[src/rtl/pbox_pipe.sv]
// pbox_pipe: forward/inverse PRESENT-family bit permutation for any WIDTH that
// is a multiple of 4. The result is registered through STAGES elastic
// valid/ready stages. The wiring of the permutation is fixed at elaboration.
module pbox_pipe #(
  parameter int WIDTH  = 64,
  parameter int STAGES = 1
) (
  input  logic             clk,
  input  logic             rst,
  input  logic             in_valid,
  output logic             in_ready,
  input  logic             in_mode,
  input  logic [WIDTH-1:0] in_data,
  output logic             out_valid,
  input  logic             out_ready,
  output logic [WIDTH-1:0] out_data,
  output logic             out_mode,
  output logic             busy
);

  localparam int N = WIDTH / 4;   // S-box count
  localparam int M = WIDTH - 1;   // modulus of the index map

  // Reject widths and depths that have no defined permutation or pipeline.
  generate
    if ((WIDTH % 4) != 0 || WIDTH < 8) begin : g_bad_width
      $error("pbox_pipe: WIDTH must be a multiple of 4 and at least 8");
    end
    if (STAGES < 1 || STAGES > 4) begin : g_bad_stages
      $error("pbox_pipe: STAGES must be in 1..4");
    end
  endgenerate

  // Permutation networks. Forward sends bit i to (i*n) mod M and inverse sends
  // it to (i*4) mod M. Because n*4 = WIDTH = M+1, the two maps undo each other.
  // The top bit is a fixed point in both directions.
  logic [WIDTH-1:0] fwd_perm;
  logic [WIDTH-1:0] inv_perm;
  logic [WIDTH-1:0] perm_data;

  genvar gi;
  generate
    for (gi = 0; gi < M; gi++) begin : g_perm
      localparam int FWD_IDX = (gi * N) % M;
      localparam int INV_IDX = (gi * 4) % M;
      assign fwd_perm[FWD_IDX] = in_data[gi];
      assign inv_perm[INV_IDX] = in_data[gi];
    end
  endgenerate

  assign fwd_perm[M] = in_data[M];
  assign inv_perm[M] = in_data[M];
  assign perm_data   = in_mode ? inv_perm : fwd_perm;

  // Pipeline stage state.
  logic [STAGES-1:0] valid_reg;
  logic [STAGES-1:0] mode_reg;
  logic [WIDTH-1:0]  data_reg [STAGES];

  // Per-stage source: stage 0 takes the permuted input, and every later stage
  // takes its predecessor.
  logic [STAGES-1:0] feed_valid;
  logic [STAGES-1:0] feed_mode;
  logic [WIDTH-1:0]  feed_data [STAGES];

  generate
    for (gi = 0; gi < STAGES; gi++) begin : g_feed
      if (gi == 0) begin : g_first
        assign feed_valid[gi] = in_valid;
        assign feed_mode[gi]  = in_mode;
        assign feed_data[gi]  = perm_data;
      end else begin : g_next
        assign feed_valid[gi] = valid_reg[gi-1];
        assign feed_mode[gi]  = mode_reg[gi-1];
        assign feed_data[gi]  = data_reg[gi-1];
      end
    end
  endgenerate

  // Ready ripples back from the output. A stage can load when it is empty or
  // when its contents move on this cycle, so bubbles collapse.
  logic [STAGES:0] stage_ready;

  // Ready chain, evaluated from the output stage down to the input stage.
  always_comb begin
    stage_ready[STAGES] = out_ready;
    for (int k = STAGES - 1; k >= 0; k--) begin
      stage_ready[k] = !valid_reg[k] || stage_ready[k+1];
    end
  end

  // Stage registers: advance where ready is set. Data and mode are only
  // captured for valid words, and stalled stages hold their contents.
  always_ff @(posedge clk) begin
    if (rst) begin
      valid_reg <= '0;
      mode_reg  <= '0;
      for (int k = 0; k < STAGES; k++) begin
        data_reg[k] <= '0;
      end
    end else begin
      for (int k = 0; k < STAGES; k++) begin
        if (stage_ready[k]) begin
          valid_reg[k] <= feed_valid[k];
          if (feed_valid[k]) begin
            mode_reg[k] <= feed_mode[k];
            data_reg[k] <= feed_data[k];
          end
        end
      end
    end
  end

  assign in_ready  = stage_ready[0];
  assign out_valid = valid_reg[STAGES-1];
  assign out_mode  = mode_reg[STAGES-1];
  assign out_data  = data_reg[STAGES-1];
  assign busy      = |valid_reg;

endmodule

[config.mk]
export PLATFORM = sky130hd
export DESIGN_NAME = pbox_pipe
export DESIGN_NICKNAME = d
export VERILOG_FILES = /design/src/rtl/pbox_pipe.sv
export SDC_FILE = /design/constraint.sdc
export NUM_CORES = 1
export LEC_CHECK = 0
export BUFFER_PORTS_ARGS = -buffer_cell sky130_fd_sc_hd__buf_2
export CORE_MARGIN = 10
export CORE_UTILIZATION = 47
export CTS_CLUSTER_DIAMETER = 200
export DETAILED_ROUTE_END_ITERATION = 12
export PLACE_DENSITY = 0.8
export SETUP_SLACK_MARGIN = 0.2
export SYNTH_ARGS = -nofsm -noshare
export SYNTH_HDL_FRONTEND = slang
export SYNTH_SLANG_ARGS = --single-unit
[constraint.sdc]
create_clock -name clk -period 2.7 [get_ports clk]
set_clock_uncertainty 0.1 [all_clocks]
set_input_delay 0.54 -clock clk [delete_from_list [all_inputs] [get_ports clk]]
set_output_delay 0.54 -clock clk [all_outputs]
set_load 0.05 [all_outputs]
# == Word-level counts from Yosys, hierarchy flattened ==
# Memories as Yosys holds them, arrays and structs flattened.
# Index checks and enable logic that the tools add are counted.
# op_classes
reduce_logical,4
muxes,9
# ops
op,n
2-to-1 mux 64 bit,1
OR reduction 64 bit,1
2-to-1 mux 63 bit,1
2-to-1 mux 1 bit,7
AND reduction 2 bit,1
zero test 1 bit,1
logical OR 1 bit,1
# word_totals
ram_bits,64
mem_count,1
word_cells,16
reg_bits,2
input_bits,69
out_inout_bits,68
# memory_table
memory,depth,word_bits,read_ports,rd_ports_with_merged_regs,write_ports,line_no,text
data_reg,1,64,1,0,1,58,logic [WIDTH-1:0] data_reg [STAGES];

# == Longest topological paths before layout ==
# Gate-level depths: netlist of the first run.
# depth
word_depth,7
ltp_mapped,5
ltp_nobuf,3

# == Least setup slack after synthesis of the first run ==
# No wires, ideal clock.
# synth_timing
kind,reg2reg
startpoint,"register valid_reg, in the netlist busy"
endpoint,memory data_reg[0][0] (enable)
synth_period_minus_slack_ps,2684
setup_ps,421
path_slack_ps,16
arrival_time_ps,2163
required_time_ps,2179
stages_incl_launch_ff,3
n_path_buf,0
cell_sequence,dfxtp_1 -> nand2b_4 -> a21o_1
# synth_between
elab_chain_cells,7
# synth_lines
item,line_no,text
start: declaration,56,logic [STAGES-1:0] valid_reg;
start signal: indexed assignment,104,valid_reg[k] <= feed_valid[k];
zero test 1 bit *,88,stage_ready[k] = !valid_reg[k] || stage_ready[k+1];
logical OR 1 bit *,88,
net in_ready,11,"output logic in_ready,"
2-to-1 mux 1 bit *,103,if (stage_ready[k]) begin
2-to-1 mux 1 bit *,95,if (rst) begin
2-to-1 mux 1 bit (implied by the code) *,107,data_reg[k] <= feed_data[k];
OR reduction 64 bit (no source line),n/a,
2-to-1 mux 1 bit (no source line) *,n/a,
end: declaration,58,
# The timed path passes the listed nets; every way through them passes the cells marked *.

# == Worst setup path in the final report of the first run ==
# layout_timing
startpoint,"register valid_reg, in the netlist busy"
endpoint,output in_ready
# layout_between
elab_chain_cells,2
# layout_lines
item,line_no
zero test 1 bit,88
logical OR 1 bit,88
end: declaration,11
# No other way between the ends.

==> impl_metrics.ini, run 1 <==
[floorplanning]
coreArea_sq_um = 6280
initial_core_util_pct = 48.0
fp.dieH_microns = 100
die_area_sq_um = 10000
row_count = 29
dieWidth_microns = 100
io_pins = 137

[yosys]
synth_nets = 286
yosysSeqAreaShare_pct = 65.1
ys_ff_latch = 66
synth_warnings = 0
netlist_instances = 217
syn_area_per_cell_sq_um = 13.9
synth.distinct_cells = 14
synth_area_sq_um = 3010

[route]
wire_per_inst_microns = 16.1
top_layer = met4
via_count = 2115
postRouteAntennaNets = 0
drt_wl_total_microns = 7040
wl_met2_microns = 3390
met3_length_microns = 740
drt_pass1_iterations = 4
drtIter0Drc = 35
avgViaCountPerCell = 4.85
wl_met1_microns = 2800
drcViolationCount = 0

[clocking]
cts_sinks = 66
holdBufCountCts = 0
cts_resized = 0
clk_latency_ns = 0.33
cts_tree = yes
htreeDepth = 3
cts_buffers = 9
cts-root-buf = clkbuf_8
post_cts_buffers = 0
clkTransAtPathRegs_ns = 0.07
cts.path.max_buffers = 2

[grt]
grt_pass1_wl_microns = 11000
grt_max_degree = 65
grt_overflow = 0
first_global_vias = 2176
antenna_found_initial = 0
grt.total_usage_pct = 13.8

[place]
placed_area_sq_um = 3720
port_buffers = 136
place.detailed.hpwl_microns = 5220
routabilityCongestion = 0.745
dp_cells = 420

[layout]
syn_to_final_growth_pct = 28.9
drive_above_1_share_pct = 43.7
largest_reg_flops = 64
fin_cells = 436
nets = 423
design_area_sq_um = 3880
antenna-diode-count = 0
n_fill_cell = 502

[sta]
relSlewSlack_pct = 70.1
rsz0062_at_grt = false
setup_viol = 0
hold_viol = 0
final_max_slew_viol_count = 0
post-route-period-util_pct = 61.9
finalSetupTns_ns = 0
finalCriticalPeriod_ns = 1.67
clock.fmax_ghz = 0.599
tightest_slew_ns = 0.448

[critical_path]
worstPathRequired_ns = 2.06
cp_cell_sequence = nand2b_4 > buf_2
worstPathArrival_ns = 1.03
cp_slowest_cell = dfxtp_1
start_kind = register
path_max_fanout = 6
reg2reg_slack_ns = 1.33
path_class = reg2out
end_kind = primary output
critPathMaxStageDelay_ns = 0.34

[pwr]
p_leak_nw = 1.93
seqPwrFrac_pct = 48.8
switching_share_pct = 31.8
p_switching_w = 0.000804
internal_power_w = 0.00172
p_clk_share_pct = 27.8
ir_worst_vdd_v = 0.000360
powerDensity_nw_per_um2 = 650
p_comb_share_pct = 23.4

[worst_hold_path]
min-delay-path-class = in2reg

[outcome]
status = finished, final reports clean

[flow_run]
max_cap_violations = 0
-- layer usage --
metal  vias to the layer above  GRT usage [%]
met2                        82           21.5
met5                         -              0
met1                       975           16.1
met3                         9           6.66
li1                       1049              -
met4                         0           5.22
-- layout by cell type (no fill, tap or decap) --
| cell | netlist | layout |
|---|---|---|
| a21oi_1 | 2 | 2 |
| edfxtp_1 | 64 | 64 |
| mux2i_1 | 60 | 60 |
| buf_4 | 7 | 4 |
| inv_1 | 5 | 5 |
| buf_2 | 1 | 135 |
| a21bo_2 | 1 | 1 |
| buf_12 | 0 | 2 |
| nand3_1 | 1 | 1 |
| nand2b_4 | 1 | 1 |
| nor2_1 | 64 | 64 |
| nand3b_1 | 1 | 1 |
| dfxtp_1 | 2 | 2 |
| a21o_2 | 0 | 1 |
| clkbuf_8 | 0 | 10 |
| clkbuf_1 | 0 | 3 |
| clkinv_2 | 0 | 3 |
-- critical path: cells and delay by family, from the launching register on --
kind / cells / cell delay, ns
buf+inv: 1 / 0.27
simple gates: 1 / 0.10
flops: 1 / 0.34
-- worst paths after layout --
path | start | end | cells past startpoint
max | busy$_SDFFE_PP0P_ | in_ready | 2
min reg2reg | busy$_SDFFE_PP0P_ | busy$_SDFFE_PP0P_ | 2
min | rst | out_mode$_SDFFE_PP0P_ | 2
max reg2reg | busy$_SDFFE_PP0P_ | data_reg[0][28]$_SDFFCE_PN0P_ | 4
-- kinds of logic after synthesis --
logic type	after synthesis	share of synthesized area [%]
AND/OR/NAND/NOR	67	8.85
flip-flops	66	65.1
multiplexers	60	19.9
buffers and inverters	20	5.15
AO/OA/AOI/OAI	4	0.914
-- cells in the mapped netlist --
library cell	n	share of area, %
edfxtp_1	64	64
nor2_1	64	8.0
mux2i_1	60	20
buf_4	7	1.7
buf_6	7	2.6
inv_1	5	0.62
a21oi_1	2	0.33
dfxtp_1	2	1.3
a21bo_2	1	0.33
a21o_1	1	0.25
buf_2	1	0.17
nand2b_4	1	0.46
nand3_1	1	0.17
nand3b_1	1	0.25
-- cell type report --
cell class | instances | area, sq um | area share, %
flip-flops and latches | 66 | 1960 | 50.5
multi-input cells | 131 | 896 | 23.1
repair buffers | 141 | 746 | 19.2
clock buffers | 13 | 149 | 3.84
well taps | 77 | 96.3 | 2.48
inverters | 5 | 18.8 | 0.483
clock inverters | 3 | 15.0 | 0.387
-- stage by stage --
stage                     total power [W]  hold WS (ns)  utilization, %  setup slack [ns]
final                             0.00252         0.307            61.8              1.03
after global routing              0.00264         0.312            61.8             0.969
after CTS                         0.00256         0.291            61.8              1.01
after detailed placement          0.00185         0.439            59.2             0.791
after global placement            0.00184         0.426            59.2             0.818
after floorplan                   0.00169         0.509               -             0.565
-- power by group through the flow --
stage | Sequential (W) | Combinational, W | Clock, W
floorplan | 0.00154 | 0.000150 | 0
global placement | 0.00125 | 0.000588 | 0
detailed placement | 0.00126 | 0.000595 | 0
CTS | 0.00123 | 0.000596 | 0.000728
global route | 0.00124 | 0.000626 | 0.000779
finish | 0.00123 | 0.000590 | 0.000702
Note: power is estimated with default switching activity, not from simulation.
==> inputs of run 2 (changes only) <==
clock period = 1.68 ns   (was 2.7 ns; I/O delays follow)
==> impl_metrics.ini, run 2 (same netlist as run 1, synthesis figures left out) <==
[floorplanning]
initial_core_util_pct = 48.0
row_count = 29
dieWidth_microns = 100
io_pins = 137
fp.dieH_microns = 100
coreArea_sq_um = 6280
die_area_sq_um = 10000

[clocking]
cts_sinks = 66
holdBufCountCts = 0
cts-root-buf = clkbuf_8
cts.path.max_buffers = 2
htreeDepth = 3
cts_buffers = 9
clkTransAtPathRegs_ns = 0.07
cts_tree = yes
clk_latency_ns = 0.33

[critical_path]
worstPathRequired_ns = 1.24
cp_cell_sequence = nand2b_4 > buf_4 > buf_8
path_class = reg2out
cp_slowest_cell = dfxtp_4
crit_buf_inv = 2
worstPathArrival_ns = 1.08
crit_family = flip-flops
path_max_fanout = 5
critPathMaxStageDelay_ns = 0.37
end_kind = primary output
start_kind = register

[sta]
rsz0062_at_grt = true
setup_viol = 0
tightest_slew_ns = 0.421
post-route-period-util_pct = 90.1
finalSetupTns_ns = 0
finalCriticalPeriod_ns = 1.51
final_max_slew_viol_count = 0
relSlewSlack_pct = 71.9
holdWs_ns = 0.147
clock.fmax_ghz = 0.660
hold_viol = 0

[grt]
first_global_vias = 2319
antenna_found_initial = 0
grt_overflow = 0
grt.total_usage_pct = 14.2
grt_max_degree = 39
grt_pass1_wl_microns = 11200

[route]
drt_wl_total_microns = 7610
drcViolationCount = 0
via_count = 2196
wire_per_inst_microns = 17.2
avgViaCountPerCell = 4.98
drt_pass1_iterations = 4
postRouteAntennaNets = 0
drtIter0Drc = 48

[layout]
final_common_cell = buf_2
syn_to_final_growth_pct = 33.1
antenna-diode-count = 0
largest_reg_flops = 64
final_cell_mix = buf_2, nor2_1, edfxtp_1, mux2i_1, clkbuf_8
fin_util_pct = 63.9
nets = 428
n_fill_cell = 504
drive_above_1_share_pct = 44.2

[place]
place.detailed.hpwl_microns = 5600
routabilityCongestion = 0.727
port_buffers = 136

[pwr]
ir_worst_vdd_v = 0.000595
finalPower_w = 0.00403
p_leak_nw = 1.99
powerDensity_nw_per_um2 = 1000

[worst_hold_path]
min-delay-path-class = in2reg

[outcome]
status = finished, final reports clean

[flow_run]
max_cap_violations = 0
-- run 2: changes by cell type in the layout (fill, tap and decap cells not counted), sizes merged --
cell	delta
buf	+2
clkinv	+2
a21o	+1
-- run 2: path summary, 6_finish.rpt --
check | startpoint | end | slack, ns | depth (start not counted)
min reg2reg | out_mode$_SDFFE_PP0P_ | out_mode$_SDFFE_PP0P_ | 0.47 | 2
min | rst | busy$_SDFFE_PP0P_ | 0.15 | 2
max | busy$_SDFFE_PP0P_ | in_ready | 0.17 | 3
max reg2reg | busy$_SDFFE_PP0P_ | data_reg[0][19]$_SDFFCE_PN0P_ | 0.20 | 6
-- run 2: layer usage --
metal	global-route usage (%)	up-vias	share of wire, %
met2	24.0	89	50
met1	14.6	1041	37
met3	6.94	10	11
met5	0	-	0
li1	-	1056	-
met4	6.30	0	1.8
-- run 2: area by class of cell --
class / count / area [sq um] / share of cell area [%]
flip-flops and latches: 66 / 1970 / 49.0
multi-input cells: 132 / 917 / 22.9
repair buffers: 145 / 858 / 21.4
clock buffers: 11 / 131 / 3.28
well taps: 77 / 96.3 / 2.40
clock inverters: 5 / 21.3 / 0.531
inverters: 5 / 18.8 / 0.468
-- run 2: through the flow --
stage	instances	cell area (sq um)	setup WS (ns)
after floorplan	217	3020	0.0686
final	441	4010	0.166
after global routing	441	4010	0.132
after detailed placement	421	3770	0.000984
after global placement	421	3770	0.0336
after CTS	438	3940	0.116
-- run 2: worst register-to-register path: cells and delay by family, from the launching register on --
family | cells | cell delay (ns)
buf+inv | 3 | 0.55
simple gates | 3 | 0.21
flops | 1 | 0.37
-- run 2: what timing repair did --
action | 4_1_cts | 5_1_grt
cloned | 1 | 2
endpoints found under the setup margin | 65 | 40
resized for setup | 2 | 2
setup buffers | 0 | 1
-- run 2: where the power goes --
| part | internal, W | switching, W |
|---|---|---|
| registers | 0.00195 | 0.0000339 |
| logic | 0.000275 | 0.000715 |
| clock network | 0.000516 | 0.000538 |
